<file path="src/rtl/riscv_div_unit_if.sv">
// Handshake/result bundle between the EX-stage pipeline and the RV32M divide unit.
// master = pipeline side, slave = divide unit.
interface riscv_div_unit_if #(
    parameter int unsigned XLEN = 32
);
    logic            start;
    logic            op_div;
    logic [1:0]      funct;
    logic [XLEN-1:0] a;
    logic [XLEN-1:0] b;
    logic            flush;
    logic            stall;
    logic            busy;
    logic            done;
    logic [XLEN-1:0] result;

    modport master (
        output start, op_div, funct, a, b, flush,
        input  stall, busy, done, result
    );

    modport slave (
        input  start, op_div, funct, a, b, flush,
        output stall, busy, done, result
    );
endinterface

</file>
<file path="src/rtl/riscv_div_unit.sv">
// Multi-cycle RV32M DIV/DIVU/REM/REMU unit, radix-2 restoring, one quotient bit per cycle.
// Optional RISCV_DIV_REUSE_EN keeps the last quotient/remainder pair for DIV-then-REM reuse.
module riscv_div_unit #(
    parameter int unsigned XLEN  = 32,
    parameter int unsigned CNT_W = $clog2(XLEN) + 1
) (
    input logic             clk,
    input logic             rst,
    riscv_div_unit_if.slave bus
);

    typedef enum logic [1:0] {StIdle, StCalc, StDone} state_e;

    localparam logic [XLEN-1:0] MinNeg  = {1'b1, {(XLEN-1){1'b0}}};
    localparam logic [XLEN-1:0] OneVal  = {{(XLEN-1){1'b0}}, 1'b1};
    localparam logic [CNT_W-1:0] LastIt = CNT_W'(XLEN - 1);
    localparam logic [CNT_W-1:0] CntOne = CNT_W'(1);

    function automatic logic [XLEN-1:0] neg(input logic [XLEN-1:0] x);
        return ~x + OneVal;
    endfunction

    state_e          state_q, state_d;
    logic [CNT_W-1:0] cnt_q, cnt_d;
    logic [XLEN-1:0] quo_q, quo_d;
    logic [XLEN-1:0] rem_q, rem_d;
    logic [XLEN-1:0] dvsr_q, dvsr_d;
    logic [XLEN-1:0] result_q, result_d;
    logic            is_rem_q, is_rem_d;
    logic            qsign_q, qsign_d;
    logic            rsign_q, rsign_d;

`ifdef RISCV_DIV_REUSE_EN
    logic            cache_valid_q, cache_valid_d;
    logic [XLEN-1:0] cache_a_q, cache_a_d;
    logic [XLEN-1:0] cache_b_q, cache_b_d;
    logic            cache_sgn_q, cache_sgn_d;
    logic [XLEN-1:0] cache_quo_q, cache_quo_d;
    logic [XLEN-1:0] cache_rem_q, cache_rem_d;
    logic [XLEN-1:0] op_a_q, op_a_d;
    logic [XLEN-1:0] op_b_q, op_b_d;
    logic            op_sgn_q, op_sgn_d;
    logic            cache_hit;
`endif

    logic            is_signed;
    logic            accept;
    logic            div_zero;
    logic            sgn_ovf;
    logic [XLEN-1:0] a_mag, b_mag;
    logic [XLEN-1:0] spec_quo, spec_rem;
    logic [XLEN:0]   shifted, trial;
    logic [XLEN-1:0] step_quo, step_rem;
    logic [XLEN-1:0] fin_quo, fin_rem;

    assign is_signed = ~bus.funct[0];
    assign accept    = (state_q == StIdle) && bus.start && bus.op_div && !bus.flush;
    assign div_zero  = (bus.b == '0);
    assign sgn_ovf   = is_signed && (bus.a == MinNeg) && (bus.b == '1);
    assign a_mag     = (is_signed && bus.a[XLEN-1]) ? neg(bus.a) : bus.a;
    assign b_mag     = (is_signed && bus.b[XLEN-1]) ? neg(bus.b) : bus.b;
    assign spec_quo  = div_zero ? '1 : bus.a;
    assign spec_rem  = div_zero ? bus.a : '0;

`ifdef RISCV_DIV_REUSE_EN
    assign cache_hit = cache_valid_q && (bus.a == cache_a_q) && (bus.b == cache_b_q) &&
                       (is_signed == cache_sgn_q);
`endif

    // Dividend magnitude sits in quo and shifts its MSB into rem each step.
    assign shifted  = {rem_q, quo_q[XLEN-1]};
    assign trial    = shifted - {1'b0, dvsr_q};
    assign step_rem = trial[XLEN] ? shifted[XLEN-1:0] : trial[XLEN-1:0];
    assign step_quo = {quo_q[XLEN-2:0], ~trial[XLEN]};
    assign fin_quo  = qsign_q ? neg(step_quo) : step_quo;
    assign fin_rem  = rsign_q ? neg(step_rem) : step_rem;

    always_comb begin
        state_d  = state_q;
        cnt_d    = cnt_q;
        quo_d    = quo_q;
        rem_d    = rem_q;
        dvsr_d   = dvsr_q;
        result_d = result_q;
        is_rem_d = is_rem_q;
        qsign_d  = qsign_q;
        rsign_d  = rsign_q;
`ifdef RISCV_DIV_REUSE_EN
        cache_valid_d = cache_valid_q;
        cache_a_d     = cache_a_q;
        cache_b_d     = cache_b_q;
        cache_sgn_d   = cache_sgn_q;
        cache_quo_d   = cache_quo_q;
        cache_rem_d   = cache_rem_q;
        op_a_d        = op_a_q;
        op_b_d        = op_b_q;
        op_sgn_d      = op_sgn_q;
`endif

        unique case (state_q)
            StIdle: begin
                if (accept) begin
                    is_rem_d = bus.funct[1];
                    cnt_d    = '0;
                    if (div_zero || sgn_ovf) begin
                        quo_d    = spec_quo;
                        rem_d    = spec_rem;
                        qsign_d  = 1'b0;
                        rsign_d  = 1'b0;
                        result_d = bus.funct[1] ? spec_rem : spec_quo;
                        state_d  = StDone;
`ifdef RISCV_DIV_REUSE_EN
                        cache_valid_d = 1'b1;
                        cache_a_d     = bus.a;
                        cache_b_d     = bus.b;
                        cache_sgn_d   = is_signed;
                        cache_quo_d   = spec_quo;
                        cache_rem_d   = spec_rem;
                    end else if (cache_hit) begin
                        result_d = bus.funct[1] ? cache_rem_q : cache_quo_q;
                        state_d  = StDone;
`endif
                    end else begin
                        quo_d   = a_mag;
                        rem_d   = '0;
                        dvsr_d  = b_mag;
                        qsign_d = is_signed && (bus.a[XLEN-1] ^ bus.b[XLEN-1]);
                        rsign_d = is_signed && bus.a[XLEN-1];
                        state_d = StCalc;
`ifdef RISCV_DIV_REUSE_EN
                        cache_valid_d = 1'b0;
                        op_a_d        = bus.a;
                        op_b_d        = bus.b;
                        op_sgn_d      = is_signed;
`endif
                    end
                end
            end
            StCalc: begin
                if (bus.flush) begin
                    state_d = StIdle;
                end else begin
                    quo_d = step_quo;
                    rem_d = step_rem;
                    cnt_d = cnt_q + CntOne;
                    if (cnt_q == LastIt) begin
                        quo_d    = fin_quo;
                        rem_d    = fin_rem;
                        result_d = is_rem_q ? fin_rem : fin_quo;
                        state_d  = StDone;
`ifdef RISCV_DIV_REUSE_EN
                        cache_valid_d = 1'b1;
                        cache_a_d     = op_a_q;
                        cache_b_d     = op_b_q;
                        cache_sgn_d   = op_sgn_q;
                        cache_quo_d   = fin_quo;
                        cache_rem_d   = fin_rem;
`endif
                    end
                end
            end
            StDone: begin
                state_d = StIdle;
            end
            default: begin
                state_d = StIdle;
            end
        endcase

`ifdef RISCV_DIV_REUSE_EN
        if (bus.flush) begin
            cache_valid_d = 1'b0;
        end
`endif
    end

    always_ff @(posedge clk or negedge rst) begin
        if (!rst) begin
            state_q  <= StIdle;
            cnt_q    <= '0;
            quo_q    <= '0;
            rem_q    <= '0;
            dvsr_q   <= '0;
            result_q <= '0;
            is_rem_q <= 1'b0;
            qsign_q  <= 1'b0;
            rsign_q  <= 1'b0;
`ifdef RISCV_DIV_REUSE_EN
            cache_valid_q <= 1'b0;
            cache_a_q     <= '0;
            cache_b_q     <= '0;
            cache_sgn_q   <= 1'b0;
            cache_quo_q   <= '0;
            cache_rem_q   <= '0;
            op_a_q        <= '0;
            op_b_q        <= '0;
            op_sgn_q      <= 1'b0;
`endif
        end else begin
            state_q  <= state_d;
            cnt_q    <= cnt_d;
            quo_q    <= quo_d;
            rem_q    <= rem_d;
            dvsr_q   <= dvsr_d;
            result_q <= result_d;
            is_rem_q <= is_rem_d;
            qsign_q  <= qsign_d;
            rsign_q  <= rsign_d;
`ifdef RISCV_DIV_REUSE_EN
            cache_valid_q <= cache_valid_d;
            cache_a_q     <= cache_a_d;
            cache_b_q     <= cache_b_d;
            cache_sgn_q   <= cache_sgn_d;
            cache_quo_q   <= cache_quo_d;
            cache_rem_q   <= cache_rem_d;
            op_a_q        <= op_a_d;
            op_b_q        <= op_b_d;
            op_sgn_q      <= op_sgn_d;
`endif
        end
    end

    // Accept-cycle stall term is combinational so upstream freezes on the request itself.
    assign bus.stall  = ((state_q == StIdle) && bus.start && bus.op_div && !bus.flush) ||
                        (state_q == StCalc);
    assign bus.busy   = (state_q != StIdle);
    assign bus.done   = (state_q == StDone) && !bus.flush;
    assign bus.result = result_q;

endmodule

</file>
<file path="src/flat_wrapper.sv">
// flat-port wrapper written by rule: the top's interface ports become plain ports
module riscv_div_unit_flat 
#(
    parameter int unsigned XLEN  = 32,
    parameter int unsigned CNT_W = $clog2(XLEN) + 1
)
  (clk, rst, bus_start, bus_op_div, bus_funct, bus_a, bus_b, bus_flush, bus_stall, bus_busy, bus_done, bus_result);
  riscv_div_unit_if #(.XLEN(XLEN)) bus_i ();
  input logic clk;
  input logic rst;
  input wire logic [$bits(bus_i.start)-1:0] bus_start;
  input wire logic [$bits(bus_i.op_div)-1:0] bus_op_div;
  input wire logic [$bits(bus_i.funct)-1:0] bus_funct;
  input wire logic [$bits(bus_i.a)-1:0] bus_a;
  input wire logic [$bits(bus_i.b)-1:0] bus_b;
  input wire logic [$bits(bus_i.flush)-1:0] bus_flush;
  output wire logic [$bits(bus_i.stall)-1:0] bus_stall;
  output wire logic [$bits(bus_i.busy)-1:0] bus_busy;
  output wire logic [$bits(bus_i.done)-1:0] bus_done;
  output wire logic [$bits(bus_i.result)-1:0] bus_result;
  assign bus_i.start = bus_start;
  assign bus_i.op_div = bus_op_div;
  assign bus_i.funct = bus_funct;
  assign bus_i.a = bus_a;
  assign bus_i.b = bus_b;
  assign bus_i.flush = bus_flush;
  assign bus_stall = bus_i.stall;
  assign bus_busy = bus_i.busy;
  assign bus_done = bus_i.done;
  assign bus_result = bus_i.result;
  riscv_div_unit #(.XLEN(XLEN), .CNT_W(CNT_W)) u_core (.clk(clk), .rst(rst), .bus(bus_i));
endmodule
</file>
<file path="config.mk">
export PLATFORM = sky130hd
export DESIGN_NAME = riscv_div_unit_flat
export DESIGN_NICKNAME = d
export VERILOG_FILES = /design/src/rtl/riscv_div_unit_if.sv /design/src/rtl/riscv_div_unit.sv /design/src/flat_wrapper.sv
export SDC_FILE = /design/constraint.sdc
export NUM_CORES = 1
export LEC_CHECK = 0
export BUFFER_PORTS_ARGS = -buffer_cell sky130_fd_sc_hd__buf_2
export CAP_MARGIN = 20
export CORE_MARGIN = 2
export CORE_UTILIZATION = 60
export CTS_CLUSTER_DIAMETER = 100
export CTS_CLUSTER_SIZE = 12
export DETAILED_ROUTE_END_ITERATION = 8
export GPL_TIMING_DRIVEN = 1
export PLACE_DENSITY = 0.83
export SLEW_MARGIN = 40
export SYNTH_ARGS = -nofsm -noshare
export SYNTH_HDL_FRONTEND = slang
export SYNTH_SLANG_ARGS = --single-unit
</file>
<file path="constraint.sdc">
create_clock -name clk -period 9.64 [get_ports clk]
set_clock_uncertainty 0.15 [all_clocks]
set_input_delay 0.964 -clock clk [delete_from_list [all_inputs] [get_ports clk]]
set_output_delay 0.964 -clock clk [all_outputs]
set_load 0.005 [all_outputs]
</file>
==> flow_summary.yaml <==
outcome:
  outcome: "completed"
floorplan:
  dieWidth_um: 152
  fp-row-count: 54
  core_area_mm2: 0.0216
  die_y_um: 152
  die_area_mm2: 0.0230
  initial_core_util: 0.605
  pin_count: 106
critical_path:
  slowest_stage: "mux2i_1"
  slowest_delay_ns: 0.68
  cp_max_fo: 56
  worstPathArrival_ns: 5.85
  critPathKind: "flip-flop to flip-flop"
  cp.required_ns: 9.81
  end_kind: "flip-flop"
  start_kind: "flip-flop"
  crit_path_cell_trace: "inv_1, ha_1, fa_1, nor2b_1, o31a_2, o21ai_2, a211oi_2, o22ai_1, xnor2_2, buf_4, mux2_2, ha_1, inv_1, nor3b_1, mux2i_1, nor2_1, a311oi_1, a41oi_1, o2111ai_1, nand3_1"
drt:
  dr_wl_met2_mm: 19.7
  drcViolationCount: 0
  dr.pass1.iters: 8
  top_layer_used: "met4"
  totalWireLength_mm: 45.5
  wl_met3_mm: 5.47
  vias: 14200
  drt-initial-drc-count: 1879
  met1Wirelength_mm: 17.8
  vias_per_cell: 6.95
  antenna_left: 0
  wl_per_cell_um: 22.2
yosys:
  synth_commonest_cells: "nand2_1 (195), nor2_1 (173), o21ai_0 (171)"
  yosys-top-cells-area: "dfrtp_1 (27%), xnor2_1 (6.6%), o21ai_0 (6.5%), nand2_1 (5.6%), xor2_1 (5.6%)"
  yosys.area.top_type_share: 0.266
  ys_seq_area_frac: 0.266
  yosys_warnings: 0
  yosysTopAreaCell: "dfrtp_1"
  synth_most_common_cell: "nand2_1"
  ys_types: 89
  syn_area_per_cell_um2: 7.57
  synthArstFlopShare: 1.00
  synth_enable_flop_cells: 0
  ys_seq_elements: 139
  synthesis.nets: 1838
  synth_flop_cell: "dfrtp_1"
  synthCells: 1728
  netlist_area_mm2: 0.0131
global_route:
  antenna_found_initial: 2
  grt_pass1_vias: 13000
  grt_pass1_wl_mm: 71.0
  track_usage: 0.397
  grt_max_degree: 89
  overflow: 0
clock_network:
  cts_buffers: 17
  cts_hold_repair.buffers: 0
  clock-sinks: 139
  cts_tree: "done"
  clkLatencyLatePin_ns: 0.44
  cts.clk_slew.worst_paths_ns: 0.07
  cts.htree.levels: 4
  clock_path_buffers: 2
  cts_setup_buffers: 0
  clockRootBuffer: "clkbuf_16"
  cts_resized: 0
power:
  power_density_mw_per_mm2: 343
  power.leakage_nw: 5.69
  peakVddDrop_mv: 0.284
  p_total_mw: 4.89
timing:
  slew_headroom: 0.420
  fmax_ghz: 0.176
  post-route-period-util: 0.589
  fin_tns_setup_ns: 0
  finalMaxSlewViolations: 0
  worstMarginPinSlew_ns: 0.868
  fin_crit_ns: 5.68
  finalHoldViolCount: 0
  rsz0062_at_grt: "no"
  setup_viol: 0
layout:
  fill_cells: 1903
  drive_gt1_frac: 0.120
  multi_input_area_mm2: 0.00898
  regArea_mm2: 0.00348
  area_growth_pct: 8.88
  nets: 1868
  n_antenna_cell: 0
placed_design:
  placement.io_buffers: 105
  hpwlAfterDp_mm: 33.1
  place.gp.congestion: 0.991
min_path:
  hold_class: "flip-flop to flip-flop"
job:
  cap_violations: 0
layout make-up:
| type | count | share of cell area |
|---|---|---|
| multi-input combinational | 1426 | 0.630 |
| sequential | 139 | 0.244 |
| timing repair buffer | 122 | 0.0466 |
| clock buffer | 17 | 0.0299 |
| tap | 280 | 0.0246 |
| inverter | 52 | 0.0137 |
| clock inverter | 15 | 0.0107 |
kinds of logic after synthesis:
logic type / share of synthesized area
DFF: 0.266
AOI/OAI and AO/OA: 0.267
buffers and inverters: 0.0524
adders and majority gates: 0.0379
xor gates and xnor gates: 0.122
muxes: 0.0275
and+or+nand+nor: 0.227
final timing paths:
check | slack [ns] | cells after the start | from | end
worst max-delay path | 3.96 | 20 | u_core.quo_q[31]$_DFFE_PN0P_ | u_core.bus.result[28]$_DFFE_PN0P_
worst min-delay path | 0.33 | 2 | u_core.bus.result[2]$_DFFE_PN0P_ | u_core.bus.result[2]$_DFFE_PN0P_
worst max register to register | 3.96 | 20 | u_core.quo_q[31]$_DFFE_PN0P_ | u_core.bus.result[28]$_DFFE_PN0P_
worst min register to register | 0.33 | 2 | u_core.bus.result[2]$_DFFE_PN0P_ | u_core.bus.result[2]$_DFFE_PN0P_
max in group asynchronous | 7.78 | 2 | rst | u_core.dvsr_q[14]$_DFFE_PN0P_
min in group asynchronous | 0.41 | 1 | rst | u_core.quo_q[10]$_DFFE_PN0P_
per-stage QoR:
stage | util | setup slack (ns) | area, µm² | hold slack [ns] | instances
6_report | 0.659 | 3.96 | 14200 | 0.333 | 2051
5_1_grt | 0.659 | 3.50 | 14200 | 0.369 | 2051
4_1_cts | 0.658 | 4.16 | 14200 | 0.339 | 2051
3_5_place_dp | 0.632 | 4.18 | 13700 | 0.324 | 2019
3_3_place_gp | 0.631 | 4.40 | 13600 | 0.315 | 2019
2_1_floorplan | - | 4.77 | 13100 | 0.323 | 1728
placed cells by master (no fill, tap or decap), types with 41 or more instances in the layout:
| master | count |
|---|---|
| a21oi_1 | 130 |
| o21ai_0 | 170 |
| xor2_1 | 83 |
| nand2_1 | 194 |
| xnor2_1 | 98 |
| inv_1 | 50 |
| nor2_1 | 168 |
| buf_2 | 104 |
| dfrtp_1 | 138 |
| nand3_1 | 41 |
where the power goes:
| group | internal, mW | leakage [nW] | switching [mW] |
|---|---|---|---|
| Sequential | 0.783 | 1.71 | 0.258 |
| Clock | 0.364 | 0.277 | 0.306 |
| Combinational | 1.20 | 3.71 | 1.97 |
sequential cells by signal, indices dropped and copies added (netlist names):
| name | flops |
|---|---|
| u_core.cnt_q | 6 |
| u_core.state_q | 2 |
| u_core.quo_q | 32 |
| u_core.qsign_q | 1 |
| u_core.dvsr_q | 32 |
| u_core.is_rem_q | 1 |
| u_core.bus.result | 32 |
| u_core.rsign_q | 1 |
| u_core.rem_q | 32 |
layer usage:
metal,vias to the layer above,track usage
met3,217,0.101
met2,1017,0.599
met5,-,0
met4,0,0.188
li1,6342,-
met1,6670,0.533
critical path, delay by kind of cell (launching register included):
kind | cells | cell delay, ns
adder cells (fa/ha/maj) | 3 | 0.87
AND/OR/NAND/NOR | 4 | 0.65
XOR/XNOR | 1 | 0.14
multiplexers | 2 | 1.12
flip-flops | 1 | 0.41
buffers and inverters | 3 | 0.80
AO/OA/AOI/OAI | 7 | 1.39
Power figures use the tool's default switching activity.
